## src/rtl/spi_cmd_log_iomem_pkg.sv

```systemverilog
// Shared definitions for the SPI command log: iomem register offsets, log entry layout
// and the handshake state encoding.
package spi_cmd_log_iomem_pkg;

  localparam logic [7:0] REG_STATUS = 8'h00;
  localparam logic [7:0] REG_HEAD0  = 8'h04;
  localparam logic [7:0] REG_HEAD1  = 8'h08;
  localparam logic [7:0] REG_HEAD2  = 8'h0C;
  localparam logic [7:0] REG_POP    = 8'h10;
  localparam logic [7:0] REG_CTRL   = 8'h14;

  localparam logic [31:0] RDATA_DEFAULT = 32'hDECAFBAD;

  localparam int unsigned TS_W    = 24;
  localparam int unsigned CMD_W   = 8;
  localparam int unsigned ADDR_W  = 32;
  localparam int unsigned LEN_W   = 12;
  localparam int unsigned ENTRY_W = TS_W + CMD_W + ADDR_W + LEN_W;

  typedef struct packed {
    logic [TS_W-1:0]   ts;
    logic [CMD_W-1:0]  cmd;
    logic [ADDR_W-1:0] addr;
    logic [LEN_W-1:0]  len;
  } cmd_entry_t;

  typedef enum logic [1:0] {
    BUS_IDLE,
    BUS_ACK,
    BUS_WAIT
  } bus_state_t;

  function automatic logic [31:0] status_word(input logic [15:0] dropped, input logic full,
                                              input logic empty, input logic [7:0] count);
    return {dropped, 6'b0, full, empty, count};
  endfunction

endpackage

```

## src/rtl/spi_cmd_log_iomem_if.sv

```systemverilog
// iomem slave bus as seen by the command log: request from picosoc, registered completion back.
interface spi_cmd_log_iomem_if;
  logic        sel;
  logic [7:0]  addr;
  logic [3:0]  wstrb;
  logic [31:0] wdata;
  logic [31:0] rdata;
  logic        ready;

  modport master (output sel, addr, wstrb, wdata, input rdata, ready);
  modport slave  (input sel, addr, wstrb, wdata, output rdata, ready);
endinterface

```

## src/rtl/spi_cmd_log_iomem_fifo.sv

```systemverilog
// Synchronous FIFO for command log entries: unreset storage array plus a registered head word.
module spi_cmd_fifo #(
  parameter int unsigned DEPTH_LOG2 = 5,
  parameter int unsigned WIDTH      = 76
) (
  input  logic                  clk_16mhz,
  input  logic                  resetn,
  input  logic                  push,
  input  logic                  pop,
  input  logic                  clear,
  input  logic [WIDTH-1:0]      din,
  output logic                  full,
  output logic                  empty,
  output logic [DEPTH_LOG2:0]   count,
  output logic [WIDTH-1:0]      head
);

  localparam int unsigned DEPTH = 1 << DEPTH_LOG2;
  localparam logic [DEPTH_LOG2:0] FULL_CNT = {1'b1, {DEPTH_LOG2{1'b0}}};

  logic [WIDTH-1:0]      mem [DEPTH];
  logic [DEPTH_LOG2-1:0] wr_ptr_q, rd_ptr_q, rd_nxt;
  logic                  push_ok, pop_ok;

  assign full    = (count == FULL_CNT);
  assign empty   = (count == '0);
  assign pop_ok  = pop && !empty && !clear;
  assign push_ok = push && !clear && (!full || pop_ok);
  assign rd_nxt  = clear ? '0 : rd_ptr_q + DEPTH_LOG2'(pop_ok);

  always_ff @(posedge clk_16mhz) begin
    if (push_ok) mem[wr_ptr_q] <= din;
  end

  // Head is read at the pointer it will have next cycle; a write landing there bypasses the array.
  always_ff @(posedge clk_16mhz) begin
    head <= (push_ok && (wr_ptr_q == rd_nxt)) ? din : mem[rd_nxt];
  end

  always_ff @(posedge clk_16mhz) begin
    if (!resetn) begin
      wr_ptr_q <= '0;
      rd_ptr_q <= '0;
      count    <= '0;
    end else if (clear) begin
      wr_ptr_q <= '0;
      rd_ptr_q <= '0;
      count    <= '0;
    end else begin
      rd_ptr_q <= rd_nxt;
      if (push_ok) wr_ptr_q <= wr_ptr_q + 1'b1;
      case ({push_ok, pop_ok})
        2'b10:   count <= count + 1'b1;
        2'b01:   count <= count - 1'b1;
        default: count <= count;
      endcase
    end
  end

endmodule

```

## src/rtl/spi_cmd_log_iomem.sv

```systemverilog
// Timestamped log of uspispy flash commands, drained by picosoc firmware over iomem.
module spi_cmd_log_iomem
  import spi_cmd_log_iomem_pkg::*;
#(
  parameter int unsigned DEPTH_LOG2 = 5
) (
  input  logic                      clk_16mhz,
  input  logic                      resetn,
  input  logic                      spi_cmd_strobe,
  input  logic [7:0]                spi_cmd,
  input  logic [31:0]               spi_addr,
  input  logic [11:0]               spi_len,
  spi_cmd_log_iomem_if.slave        bus,
  output logic                      irq
);

  bus_state_t          state_q, state_d;
  logic [27:0]         tick_q;
  logic                capture_en_q, irq_en_q;
  logic [15:0]         dropped_q;
  logic                fifo_full, fifo_empty;
  logic [DEPTH_LOG2:0] fifo_count;
  cmd_entry_t          head, push_entry;
  logic                ack, bus_wr, pop_req, pop_ok, ctrl_wr, clear, push_req;
  logic [31:0]         rd_mux;

  assign ack        = (state_q == BUS_ACK);
  assign bus.ready  = ack;
  assign bus_wr     = ack && bus.sel && (bus.wstrb != 4'b0000);
  assign pop_req    = bus_wr && (bus.addr == REG_POP);
  assign pop_ok     = pop_req && !fifo_empty;
  assign ctrl_wr    = ack && bus.sel && bus.wstrb[0] && (bus.addr == REG_CTRL);
  assign clear      = ctrl_wr && bus.wdata[2];
  assign push_req   = spi_cmd_strobe && capture_en_q && !clear;
  assign push_entry = '{ts: tick_q[27:4], cmd: spi_cmd, addr: spi_addr, len: spi_len};

  spi_cmd_fifo #(
    .DEPTH_LOG2 (DEPTH_LOG2),
    .WIDTH      (ENTRY_W)
  ) u_fifo (
    .clk_16mhz (clk_16mhz),
    .resetn    (resetn),
    .push      (push_req),
    .pop       (pop_req),
    .clear     (clear),
    .din       (push_entry),
    .full      (fifo_full),
    .empty     (fifo_empty),
    .count     (fifo_count),
    .head      (head)
  );

  // One ready per sel assertion: after the ack, wait for sel to drop before re-arming.
  always_comb begin
    state_d = state_q;
    case (state_q)
      BUS_IDLE: if (bus.sel) state_d = BUS_ACK;
      BUS_ACK:  state_d = bus.sel ? BUS_WAIT : BUS_IDLE;
      BUS_WAIT: if (!bus.sel) state_d = BUS_IDLE;
      default:  state_d = BUS_IDLE;
    endcase
  end

  always_comb begin
    rd_mux = RDATA_DEFAULT;
    case (bus.addr)
      REG_STATUS: rd_mux = status_word(dropped_q, fifo_full, fifo_empty, 8'(fifo_count));
      REG_HEAD0:  rd_mux = fifo_empty ? '0 : {head.ts, head.cmd};
      REG_HEAD1:  rd_mux = fifo_empty ? '0 : head.addr;
      REG_HEAD2:  rd_mux = fifo_empty ? '0 : {20'h0, head.len};
      REG_POP:    rd_mux = '0;
      REG_CTRL:   rd_mux = {30'h0, irq_en_q, capture_en_q};
      default:    rd_mux = RDATA_DEFAULT;
    endcase
  end

  always_ff @(posedge clk_16mhz) begin
    if (!resetn) begin
      state_q      <= BUS_IDLE;
      bus.rdata    <= '0;
      tick_q       <= '0;
      capture_en_q <= 1'b1;
      irq_en_q     <= 1'b0;
      dropped_q    <= '0;
      irq          <= 1'b0;
    end else begin
      state_q   <= state_d;
      bus.rdata <= (state_q == BUS_IDLE && bus.sel) ? rd_mux : '0;
      tick_q    <= tick_q + 1'b1;
      irq       <= irq_en_q && !fifo_empty;
      if (ctrl_wr) begin
        capture_en_q <= bus.wdata[0];
        irq_en_q     <= bus.wdata[1];
      end
      if (clear)
        dropped_q <= '0;
      else if (push_req && fifo_full && !pop_ok && (dropped_q != '1))
        dropped_q <= dropped_q + 1'b1;
    end
  end

endmodule

```

## src/flat_wrapper.sv

```systemverilog
// flat-port wrapper written by rule: the top's interface ports become plain ports
module spi_cmd_log_iomem_flat import spi_cmd_log_iomem_pkg::*;
#(
  parameter int unsigned DEPTH_LOG2 = 5
)
  (clk_16mhz, resetn, spi_cmd_strobe, spi_cmd, spi_addr, spi_len, irq, bus_sel, bus_addr, bus_wstrb, bus_wdata, bus_rdata, bus_ready);
  spi_cmd_log_iomem_if bus_i ();
  input  logic clk_16mhz;
  input  logic resetn;
  input  logic spi_cmd_strobe;
  input  logic [7:0] spi_cmd;
  input  logic [31:0] spi_addr;
  input  logic [11:0] spi_len;
  output logic irq;
  input wire logic [$bits(bus_i.sel)-1:0] bus_sel;
  input wire logic [$bits(bus_i.addr)-1:0] bus_addr;
  input wire logic [$bits(bus_i.wstrb)-1:0] bus_wstrb;
  input wire logic [$bits(bus_i.wdata)-1:0] bus_wdata;
  output wire logic [$bits(bus_i.rdata)-1:0] bus_rdata;
  output wire logic [$bits(bus_i.ready)-1:0] bus_ready;
  assign bus_i.sel = bus_sel;
  assign bus_i.addr = bus_addr;
  assign bus_i.wstrb = bus_wstrb;
  assign bus_i.wdata = bus_wdata;
  assign bus_rdata = bus_i.rdata;
  assign bus_ready = bus_i.ready;
  spi_cmd_log_iomem #(.DEPTH_LOG2(DEPTH_LOG2)) u_core (.clk_16mhz(clk_16mhz), .resetn(resetn), .spi_cmd_strobe(spi_cmd_strobe), .spi_cmd(spi_cmd), .spi_addr(spi_addr), .spi_len(spi_len), .bus(bus_i), .irq(irq));
endmodule
```

## config.mk

```make
export PLATFORM = sky130hd
export DESIGN_NAME = spi_cmd_log_iomem_flat
export DESIGN_NICKNAME = d
export VERILOG_FILES = /design/src/rtl/spi_cmd_log_iomem_pkg.sv /design/src/rtl/spi_cmd_log_iomem_if.sv /design/src/rtl/spi_cmd_log_iomem_fifo.sv /design/src/rtl/spi_cmd_log_iomem.sv /design/src/flat_wrapper.sv
export SDC_FILE = /design/constraint.sdc
export NUM_CORES = 2
export LEC_CHECK = 0
export ABC_CLOCK_PERIOD_IN_PS = 8800
export BUFFER_PORTS_ARGS = -buffer_cell sky130_fd_sc_hd__buf_2
export CAP_MARGIN = 20
export CORE_UTILIZATION = 55
export DETAILED_ROUTE_END_ITERATION = 8
export MAX_ROUTING_LAYER = met4
export PLACE_DENSITY = 0.73
export SETUP_SLACK_MARGIN = 0.05
export SKIP_LAST_GASP = 1
export SLEW_MARGIN = 15
export SYNTH_ARGS = -nofsm -noshare
export SYNTH_HDL_FRONTEND = slang
export SYNTH_HIERARCHICAL = 1
export SYNTH_SLANG_ARGS = --single-unit
export TNS_END_PERCENT = 1
```

## constraint.sdc

```tcl
create_clock -name clk_16mhz -period 8.8 [get_ports clk_16mhz]
set_input_delay 0.44 -clock clk_16mhz [delete_from_list [all_inputs] [get_ports clk_16mhz]]
set_output_delay 0.44 -clock clk_16mhz [all_outputs]
set_load 0.01 [all_outputs]
```

==> impl_metrics.py <==
metrics = {
    "run_status": {
        "outcome": "finished, final reports clean",
    },
    "place": {
        "port_buffers": 104,
        "gp_congestion": 0.803,
        "dpl.cell_count": 6487,
        "hpwl_mm": 118,
    },
    "routing": {
        "wire_per_inst_um": 33.2,
        "routed_via_density": 6.60,
        "dr.pass1.iters": 6,
        "drtAntennaViolNets": 0,
        "drt_iter0_drc": 5333,
        "drc": 0,
        "postRouteWirelength_mm": 231,
        "vias": 45851,
    },
    "worst_setup_path": {
        "startpoint": "u_core/state_q[1]",
        "r2r_end": "u_core/u_fifo/mem[12][2]",
        "r2r_start": "u_core/state_q[1]",
        "worstPathMaxFanout": 33,
        "end_kind": "flip-flop",
        "cpMaxStageDelayCell": "nor2_4",
        "cp.buffers_inverters": 2,
        "r2r_slack_ps": 3370,
        "arrival_ps": 5930,
        "worst-setup-path-type": "flip-flop to flip-flop",
        "path_cells": "nand3b_1 > nor4b_1 > inv_1 > a31oi_1 > nand2_1 > nor2_4 > buf_4",
        "critPathLaunchType": "flip-flop",
        "required_ps": 9300,
        "r2r_cells": 7,
        "critical_path.max_stage_delay_ps": 1080,
        "critPathTopFamily": "simple AND/OR/NAND/NOR gates",
    },
    "timing": {
        "finalMaxSlewViolations": 0,
        "clock_skew_ps": 51.6,
        "finalSetupViolations": 0,
        "max_freq_ghz": 0.184,
        "fin_crit_sh": 0.617,
        "rsz0062_at_grt": "no",
        "worstMarginPinSlew_ps": 1210,
        "fin_crit_ps": 5430,
        "hold_viol_final": 0,
        "final.setup.tns_ps": 0,
        "slew_headroom": 0.185,
    },
    "cts": {
        "post_cts_resized": 0,
        "cts_sinks": 2534,
        "htree_levels": 4,
        "ctsLongestPathBuffers": 3,
        "clock_latency_ps": 880,
        "clkTransAtPathRegs_ps": 60,
        "cts_tree": "built",
        "cts_root_buffer": "clkbuf_16",
        "cts_inserted_buffers": 234,
    },
    "synth": {
        "seq_area_frac_synth": 0.772,
        "synth_seq_cells": 2534,
        "netlist_area_sq_mm": 0.0972,
        "async_reset_ff_frac": 0,
        "yosysUniqueCellTypes": 71,
        "synth_ff_type": "edfxtp_1",
        "avgSynthCellArea_sq_um": 23.3,
        "syn_nets": 4294,
        "yosys_warnings": 6,
        "netlist_instances": 4181,
        "synth_edf_count": 2432,
    },
    "floorplanning": {
        "rows": 153,
        "dieArea_sq_mm": 0.178,
        "fp.dieH_um": 422,
        "ios": 134,
        "initial_utilization": 0.556,
        "core-area_sq_mm": 0.175,
        "fp.dieW_um": 422,
    },
    "hold_path": {
        "holdPathStages": 4,
        "holdCritPathClass": "input port to flip-flop",
        "worst_hold_startpoint": "bus_wdata[2]",
    },
    "cells_and_area": {
        "syn_to_final_growth_pct": 12.2,
        "drive_above_1_share": 0.309,
        "final_common_cell": "edfxtp_1",
        "final_nets": 4525,
        "final_cell_mix": "edfxtp_1 (2432), mux4_2 (681), clkbuf_16 (239)",
        "layout.cells.non_filler": 6944,
    },
    "global_route": {
        "grt_use_total": 0.269,
        "antenna_found_initial": 8,
        "first_global_vias": 46336,
        "grt_pass1_wl_mm": 331,
        "grt_start_max_net_pins": 119,
        "grt_overflow": 0,
    },
    "pwr": {
        "power_density_mw_per_mm2": 218,
        "ir_drop_v": 0.000202,
        "leakagePower_nw": 33.1,
    },
    "job": {
        "maxCapViolations": 0,
    },
}
per-stage QoR:
| step | hold WS [ps] | setup WS (ps) | area, sq um | power [mW] | utilization |
|---|---|---|---|---|---|
| detailed placement | 461 | 2890 | 101000 | 13.9 | 0.578 |
| CTS | 4.46 | 3490 | 109000 | 24.0 | 0.623 |
| finish | 51.6 | 3370 | 109000 | 23.8 | 0.624 |
| global placement | 450 | 2840 | 101000 | 13.9 | 0.578 |
| floorplan | 437 | 2330 | 97200 | 13.7 | - |
| global route | 49.1 | 3210 | 109000 | 24.4 | 0.624 |
layer usage:
| layer | wire, um | GRT usage |
|---|---|---|
| met5 | 0 | - |
| met4 | 8670 | 0.0949 |
| met3 | 20000 | 0.0408 |
| met2 | 115000 | 0.429 |
| met1 | 86400 | 0.357 |
cell families after synthesis:
logic type | Yosys count | share of synthesized area
AO/OA/AOI/OAI | 185 | 0.0140
XOR/XNOR | 42 | 0.00378
adder cells (fa/ha/maj) | 13 | 0.00175
buffers and inverters | 233 | 0.0110
flip-flops | 2534 | 0.772
multiplexers | 898 | 0.182
AND/OR/NAND/NOR | 276 | 0.0155
worst min-delay path, delay by kind of cell:
family | cells | cell delay (ps)
buffers and inverters | 1 | 100
and+or+nand+nor | 3 | 340
worst max-delay path by stage:
stage                                           end  cells after the start
after floorplan            u_core/u_fifo/mem[15][0]                      7
after global placement     u_core/u_fifo/mem[2][48]                      8
after detailed placement   u_core/u_fifo/mem[12][2]                      8
after CTS                 u_core/u_fifo/mem[17][42]                      7
after global routing       u_core/u_fifo/mem[12][7]                      7
final                      u_core/u_fifo/mem[12][2]                      7
Yosys cell counts (9+ instances only):
cell      instances  area (sq um)
nor3_1            9          45.0
mux2_2          120          1350
dfxtp_1         102          2040
buf_2            80           400
a22oi_1          15           113
buf_1            29           109
xnor2_1          28           245
nand4_1          17           106
and2_1           38           238
xor2_1           14           123
inv_1            12          45.0
ha_1             12           150
a221o_1          41           410
nand3_1          19          95.1
a21oi_1          28           140
clkbuf_1         92           345
mux2i_1          96           961
buf_4            10          75.1
and3_1           11          68.8
edfxtp_1       2432         73000
mux4_2          681         15300
nor2b_1           9          56.3
nand2_1          38           143
a221oi_1         11          96.3
nor2_1           78           293
o21ai_0          22           110
o22ai_1          39           244
layout make-up:
cell class / instances / area (sq um)
Tap cell: 2325 / 2910
Antenna cell: 4 / 10.0
Timing Repair Buffer: 215 / 1860
Fill cell: 11260 / 65700
Multi-Input combinational cell: 1414 / 21300
Inverter: 13 / 48.8
Clock inverter: 129 / 1360
Clock buffer: 310 / 6430
Sequential cell: 2534 / 75100
power by group:
group / switching [mW] / leakage, nW / internal (mW)
registers: 0.0247 / 23.1 / 13.2
clock network: 4.39 / 3.80 / 5.74
logic: 0.308 / 6.25 / 0.129
total: 4.73 / 33.1 / 19.1
sequential cells by signal (all words and copies together), names as in the netlist, 2 cells and up, named ones only:
register,count
u_core/u_fifo/mem,2432
u_core/bus.rdata,32
u_core/tick_q,28
u_core/dropped_q,16
u_core/u_fifo/count,6
u_core/u_fifo/rd_ptr_q,5
u_core/u_fifo/wr_ptr_q,5
u_core/state_q,2
timing repair:
item | 4_1_cts | 5_1_grt
hold buffers | 5 | 0
buffers inserted | 0 | 0
endpoints found under the hold margin | 4 | 0
Note: power is estimated with default switching activity, not from simulation.
